===== src/rtl/seg7_capture.sv =====
//-----------------------------------------------------------------------------
// seg7_capture
//
// Recovers hex digit values from a multiplexed, active-low 7-segment display
// bus. Each cycle the segment bus and digit strobe are sampled together. A
// tracker requires a pattern to stay unchanged for STABLE_CYCLES samples
// before the pattern is committed to the digit the strobe selects. Committed
// glyphs are decoded into nibbles, and each digit carries valid/error flags.
// A frame pulse marks the point where all four digits have been committed.
//
// Parameters
//   STABLE_CYCLES  identical samples needed before a commit (2..255)
//
// Ports
//   iCLK         system clock, rising edge
//   iRST_N       asynchronous active-low reset
//   iSEG[6:0]    active-low segments, bit0 = a .. bit6 = g
//   iDIG_SEL[3:0] active-low digit strobe, one bit low selects digit 0..3
//   iCLR         synchronous clear of all captured data
//   oDIGITS[15:0] recovered nibbles, digit n at [4n+3:4n]
//   oVALID[3:0]  digit n last committed a legal hex glyph
//   oERR[3:0]    digit n last committed an illegal pattern
//   oFRAME_DONE  one-cycle pulse when all four digits have been committed
//-----------------------------------------------------------------------------
`timescale 1ns/1ps

module seg7_capture #(
  parameter int STABLE_CYCLES = 4
) (
  input  logic        iCLK,
  input  logic        iRST_N,
  input  logic [6:0]  iSEG,
  input  logic [3:0]  iDIG_SEL,
  input  logic        iCLR,
  output logic [15:0] oDIGITS,
  output logic [3:0]  oVALID,
  output logic [3:0]  oERR,
  output logic        oFRAME_DONE
);

  localparam logic [7:0] STABLE_C = 8'(STABLE_CYCLES);
  localparam logic [6:0] SEG_BLANK = 7'b1111111;

  typedef enum logic [1:0] {
    IDLE   = 2'd0,
    COUNT  = 2'd1,
    LOCKED = 2'd2
  } state_t;

  // Saturating increment for the 8-bit stability counter.
  function automatic logic [7:0] sat_inc(input logic [7:0] v);
    return (v == 8'hFF) ? v : v + 8'd1;
  endfunction

  // Returns {legal, nibble}; table entries are written g..a.
  function automatic logic [4:0] decode_glyph(input logic [6:0] seg);
    logic [4:0] r;
    case (seg)
      7'b1000000: r = {1'b1, 4'h0};
      7'b1111001: r = {1'b1, 4'h1};
      7'b0100100: r = {1'b1, 4'h2};
      7'b0110000: r = {1'b1, 4'h3};
      7'b0011001: r = {1'b1, 4'h4};
      7'b0010010: r = {1'b1, 4'h5};
      7'b0000010: r = {1'b1, 4'h6};
      7'b1111000: r = {1'b1, 4'h7};
      7'b0000000: r = {1'b1, 4'h8};
      7'b0011000: r = {1'b1, 4'h9};
      7'b0001000: r = {1'b1, 4'hA};
      7'b0000011: r = {1'b1, 4'hB};
      7'b1000110: r = {1'b1, 4'hC};
      7'b0100001: r = {1'b1, 4'hD};
      7'b0000110: r = {1'b1, 4'hE};
      7'b0001110: r = {1'b1, 4'hF};
      default:    r = 5'b0_0000;
    endcase
    return r;
  endfunction

  // Returns {one_low, index}; anything but exactly one low bit is rejected.
  function automatic logic [2:0] digit_sel(input logic [3:0] sel);
    logic [2:0] r;
    case (sel)
      4'b1110: r = 3'b1_00;
      4'b1101: r = 3'b1_01;
      4'b1011: r = 3'b1_10;
      4'b0111: r = 3'b1_11;
      default: r = 3'b0_00;
    endcase
    return r;
  endfunction

  // ---- Stage p0: raw bus sample and its one-cycle-older copy ----
  // Both reset to all-ones so the first post-reset sample reads as a change
  // and the strobe decodes as "nothing selected".
  logic [10:0] smp_p0;
  logic [10:0] smp_p1;

  always_ff @(posedge iCLK or negedge iRST_N) begin
    if (!iRST_N) begin
      smp_p0 <= '1;
      smp_p1 <= '1;
    end else begin
      smp_p0 <= {iDIG_SEL, iSEG};
      smp_p1 <= smp_p0;
    end
  end

  logic [3:0] sel_p0;
  logic [6:0] seg_p0;
  logic [2:0] dsel_p0;
  logic       vld_p0;
  logic [1:0] idx_p0;

  assign sel_p0  = smp_p0[10:7];
  assign seg_p0  = smp_p0[6:0];
  assign dsel_p0 = digit_sel(sel_p0);
  assign vld_p0  = dsel_p0[2];
  assign idx_p0  = dsel_p0[1:0];

  // ---- Stage p1: stability tracker, decides the commit ----
  state_t     state_q;
  state_t     state_d;
  logic [7:0] cnt_q;
  logic [7:0] cnt_d;
  logic [7:0] cnt_inc;
  logic       vld_p1;

  assign cnt_inc = sat_inc(cnt_q);

  always_ff @(posedge iCLK or negedge iRST_N) begin
    if (!iRST_N) begin
      state_q <= IDLE;
      cnt_q   <= 8'd0;
    end else begin
      state_q <= state_d;
      cnt_q   <= cnt_d;
    end
  end

  always_comb begin
    state_d = state_q;
    cnt_d   = cnt_q;
    vld_p1  = 1'b0;
    if (iCLR) begin
      // Clear drops qualification so the pattern on the bus restarts at 1.
      state_d = IDLE;
      cnt_d   = 8'd0;
    end else if (!vld_p0) begin
      state_d = IDLE;
      cnt_d   = 8'd0;
    end else if ((smp_p0 != smp_p1) || (state_q == IDLE)) begin
      // A fresh pattern, or a legal strobe appearing after IDLE, is the
      // first sample of a new qualification run.
      state_d = COUNT;
      cnt_d   = 8'd1;
    end else begin
      case (state_q)
        COUNT: begin
          cnt_d = cnt_inc;
          if (cnt_inc == STABLE_C) begin
            vld_p1  = 1'b1;
            state_d = LOCKED;
          end
        end
        LOCKED: begin
          state_d = LOCKED;
        end
        default: begin
          state_d = IDLE;
          cnt_d   = 8'd0;
        end
      endcase
    end
  end

  logic [4:0] gly_p1;
  logic       legal_p1;
  logic [3:0] nib_p1;
  logic       blank_p1;
  logic [3:0] hit_p1;
  logic [3:0] mask_upd_p1;

  assign gly_p1      = decode_glyph(seg_p0);
  assign legal_p1    = gly_p1[4];
  assign nib_p1      = gly_p1[3:0];
  assign blank_p1    = (seg_p0 == SEG_BLANK);
  assign hit_p1      = 4'b0001 << idx_p0;

  // ---- Stage p2: captured digits, flags and frame tracking ----
  logic [15:0] dig_p2;
  logic [3:0]  valid_p2;
  logic [3:0]  err_p2;
  logic [3:0]  mask_p2;
  logic        frame_p2;

  assign mask_upd_p1 = mask_p2 | hit_p1;

  always_ff @(posedge iCLK or negedge iRST_N) begin
    if (!iRST_N) begin
      dig_p2   <= 16'h0000;
      valid_p2 <= 4'b0000;
      err_p2   <= 4'b0000;
      mask_p2  <= 4'b0000;
      frame_p2 <= 1'b0;
    end else begin
      frame_p2 <= 1'b0;
      if (iCLR) begin
        dig_p2   <= 16'h0000;
        valid_p2 <= 4'b0000;
        err_p2   <= 4'b0000;
        mask_p2  <= 4'b0000;
      end else if (vld_p1) begin
        if (legal_p1) begin
          dig_p2[{idx_p0, 2'b00} +: 4] <= nib_p1;
          valid_p2[idx_p0]             <= 1'b1;
          err_p2[idx_p0]               <= 1'b0;
        end else if (blank_p1) begin
          valid_p2[idx_p0] <= 1'b0;
          err_p2[idx_p0]   <= 1'b0;
        end else begin
          valid_p2[idx_p0] <= 1'b0;
          err_p2[idx_p0]   <= 1'b1;
        end
        // The frame pulse and the mask restart land on the same edge as
        // the commit that completes the set.
        if (mask_upd_p1 == 4'b1111) begin
          frame_p2 <= 1'b1;
          mask_p2  <= 4'b0000;
        end else begin
          mask_p2 <= mask_upd_p1;
        end
      end
    end
  end

  assign oDIGITS     = dig_p2;
  assign oVALID      = valid_p2;
  assign oERR        = err_p2;
  assign oFRAME_DONE = frame_p2;

endmodule


===== config.mk =====
export PLATFORM = sky130hd
export DESIGN_NAME = seg7_capture
export DESIGN_NICKNAME = d
export VERILOG_FILES = /design/src/rtl/seg7_capture.sv
export SDC_FILE = /design/constraint.sdc
export NUM_CORES = 1
export LEC_CHECK = 0
export BUFFER_PORTS_ARGS = -buffer_cell sky130_fd_sc_hd__buf_2
export CORE_ASPECT_RATIO = 0.7
export CORE_MARGIN = 3
export CORE_UTILIZATION = 50
export DETAILED_ROUTE_END_ITERATION = 16
export GPL_ROUTABILITY_DRIVEN = 1
export PLACE_DENSITY = 0.71
export SLEW_MARGIN = 15
export SYNTH_ARGS = -nofsm -noshare
export SYNTH_HDL_FRONTEND = slang
export SYNTH_SLANG_ARGS = --single-unit

===== constraint.sdc =====
create_clock -name iCLK -period 5.2 [get_ports iCLK]
set_clock_uncertainty 0.15 [all_clocks]
set_input_delay 1.04 -clock iCLK [delete_from_list [all_inputs] [get_ports iCLK]]
set_output_delay 1.04 -clock iCLK [all_outputs]
set_load 0.05 [all_outputs]

==> qor.yml <==
grt:
  grt_max_degree: 62
  antenna_found_initial: 0
  track_usage: 0.224
  grt-ovfl-total: 0
  grt_pass1_vias: 2524
  grt_pass1_wl_mm: 12.7
critical_path:
  crit_type: "reg -> reg"
  slowest_stage: "nor4b_4"
  required_ns: 5.28
  cpPeakStageDelay_ns: 0.69
  path_max_fanout: 19
  cp_data_arrival_time_ns: 3.27
  r2r_setup_slack_ns: 2.02
  r2r_end: "oDIGITS[3]"
  path_cells: "xor2_1 -> nor4_1 -> nand3_2 -> nor4b_4 -> a31oi_1 -> a22o_2"
  cp-end-kind: "register"
  r2r-start: "smp_p0[0]"
  r2r_cells: 6
  cp-start-kind: "register"
placed_design:
  globalplace.congestion: 0.853
  io_buffers: 38
  post-dp-hpwl_mm: 5.14
synthesis:
  synth_area_um2: 3210
  synth_cell_type_count: 58
  ys_ff_latch: 61
  ys_warn_count: 0
  synth_cells: 316
  syn_area_per_cell_um2: 10.2
  async_flop_share: 1.00
  synth-edff-count: 0
  syn_nets: 342
  ys_seq_area_frac: 0.483
  ys.flop_type: "dfrtp_1"
sta:
  whs_ns: 0.258
  period_share: 0.612
  slew_viol_final: 0
  slew_headroom: 0.437
  fin_crit_ns: 3.18
  setup_tns_ns: 0
  fmax_mhz: 314
  setup-violations-final: 0
  rsz0062_at_grt: "no"
  worst_pin_slew_ns: 0.836
  hold_viol: 0
drt:
  drt-pass1-iter-count: 4
  drcViolationCount: 0
  routed_wl_mm: 7.54
  post_drt_wl_per_cell_um: 17.5
  antenna_left: 0
  routed_via_density: 6.05
  vias: 2602
  drt_iter0_markers: 193
die:
  pin_count: 39
  fp.coreArea_um2: 5960
  die_h_um: 73.1
  chipWidth_um: 102
  initial_core_util: 0.540
  rows: 23
  dieArea_um2: 7440
layout:
  area_delta_synth_final_pct: 13.7
  nFillCells: 491
  n_antenna_cell: 0
  mostFrequentLayoutCell: "dfrtp_1"
  multi_input_area_um2: 1530
  final_cell_mix: "dfrtp_1, buf_2, dfstp_2, nor2_1, a21oi_1"
  nNetsFinal: 376
  regArea_um2: 1550
  drive_above_1_share: 0.273
min_path:
  min-delay-start: "smp_p0[7]"
  holdPathStages: 0
  hold_end: "smp_p1[7]"
  hold_class: "reg -> reg"
cts:
  cts.sinks: 61
  cts-resized-gates: 0
  cts_root_buf: "clkbuf_8"
  cts_inserted_buffers: 9
  h-tree-depth: 3
  clock_latency_ns: 0.35
  clkTransAtPathRegs_ns: 0.07
  postCtsHoldBufs: 0
  post_cts_buffers: 0
  clockBufferDepth: 2
  cts_tree: "yes"
power:
  cellLeakagePower_uw: 0.00170
  vdd_drop_max_mv: 0.214
  powerDensity_nw_per_um2: 283
run_status:
  status: "complete, no violations"
job:
  max_cap_viol_count: 0
==> synth_stat cells (2+ instances only) <==
cell type	n	area, um^2
a21oi_1	21	105
a22o_2	8	80.1
a311oi_1	3	26.3
a31oi_1	7	43.8
a32oi_1	2	17.5
and2_1	4	25.0
and3_1	8	50.1
and3b_1	3	26.3
buf_2	5	25.0
clkbuf_1	10	37.5
dfrtp_1	39	976
dfstp_2	22	578
ha_1	12	150
inv_1	18	67.6
nand2_1	14	52.6
nand2b_1	5	31.3
nand3_1	9	45.0
nand4_1	5	31.3
nor2_1	21	78.8
nor3_1	10	50.1
nor4_1	10	62.6
nor4b_1	3	26.3
nor4bb_1	2	20.0
o211ai_1	2	15.0
o21a_1	2	15.0
o21ai_0	15	75.1
o21ai_2	2	17.5
o221ai_1	2	17.5
o22ai_1	2	12.5
o2bb2ai_1	8	70.1
xnor2_1	3	26.3
xor2_1	13	114
==> per-stage QoR <==
step                      std cells  utilization  instance area (um^2)  total power, uW  worst slack [ns]
after floorplan                 316            -                  3210              558              2.66
final                           430        0.613                  3650             1030              2.02
after CTS                       430        0.613                  3650             1040              2.02
after global routing            430        0.613                  3650             1080              1.65
after global placement          414        0.577                  3440              585              2.13
after detailed placement        414        0.577                  3440              587              2.06
==> worst max path at each step <==
| stage | startpoint | end | slack (ns) | depth (start not counted) |
|---|---|---|---|---|
| 3_3_place_gp | smp_p0[0] | oDIGITS[2] | 2.13 | 6 |
| 5_1_grt | smp_p0[0] | oDIGITS[15] | 1.65 | 6 |
| 3_5_place_dp | smp_p0[8] | mask_p2[1] | 2.06 | 9 |
| 4_1_cts | smp_p0[10] | mask_p2[1] | 2.02 | 9 |
| 6_report | smp_p0[0] | oDIGITS[3] | 2.02 | 6 |
| 2_1_floorplan | smp_p0[10] | mask_p2[0] | 2.66 | 9 |
==> state kept, by name (all words and copies together) (netlist names) <==
name,flops
oERR,4
smp_p1,11
mask_p2,4
smp_p0,11
cnt_q,8
oFRAME_DONE,1
oDIGITS,16
state_q,2
oVALID,4
==> kinds of logic after synthesis <==
family / synth area share
buf+inv: 0.0420
flops: 0.483
simple gates: 0.199
fa+ha+maj: 0.0467
xor+xnor: 0.0436
mux: 0.00311
compound gates: 0.183
==> critical path, delay by kind of cell (launching register included) <==
family,cells,cell delay [ns]
AOI/OAI and AO/OA,2,0.57
DFF,1,0.68
xor gates and xnor gates,1,0.10
and+or+nand+nor,3,1.56
==> final cells by class <==
| cell class | instances | share of cell area |
|---|---|---|
| Sequential cell | 61 | 0.425 |
| Tap cell | 75 | 0.0257 |
| Timing Repair Buffer | 39 | 0.0541 |
| Clock buffer | 10 | 0.0408 |
| Clock inverter | 6 | 0.0182 |
| Inverter | 18 | 0.0185 |
| Multi-Input combinational cell | 221 | 0.417 |
==> where the power goes <==
part | total [uW] | leakage (uW) | switching (uW) | internal [uW]
Clock | 454 | 0.000109 | 201 | 253
Sequential | 509 | 0.000776 | 17.0 | 492
Combinational | 71.0 | 0.000812 | 45.3 | 25.7
==> per-layer routing <==
layer / GRT usage / routed length [um] / vias to the layer above
met2: 0.296 / 2960 / 102
met4: 0.0801 / 100 / 0
met3: 0.0630 / 521 / 13
met1: 0.346 / 3950 / 1249
li1: - / - / 1238
met5: 0 / 0 / -
No activity file was read; power rests on OpenSTA's default activity.
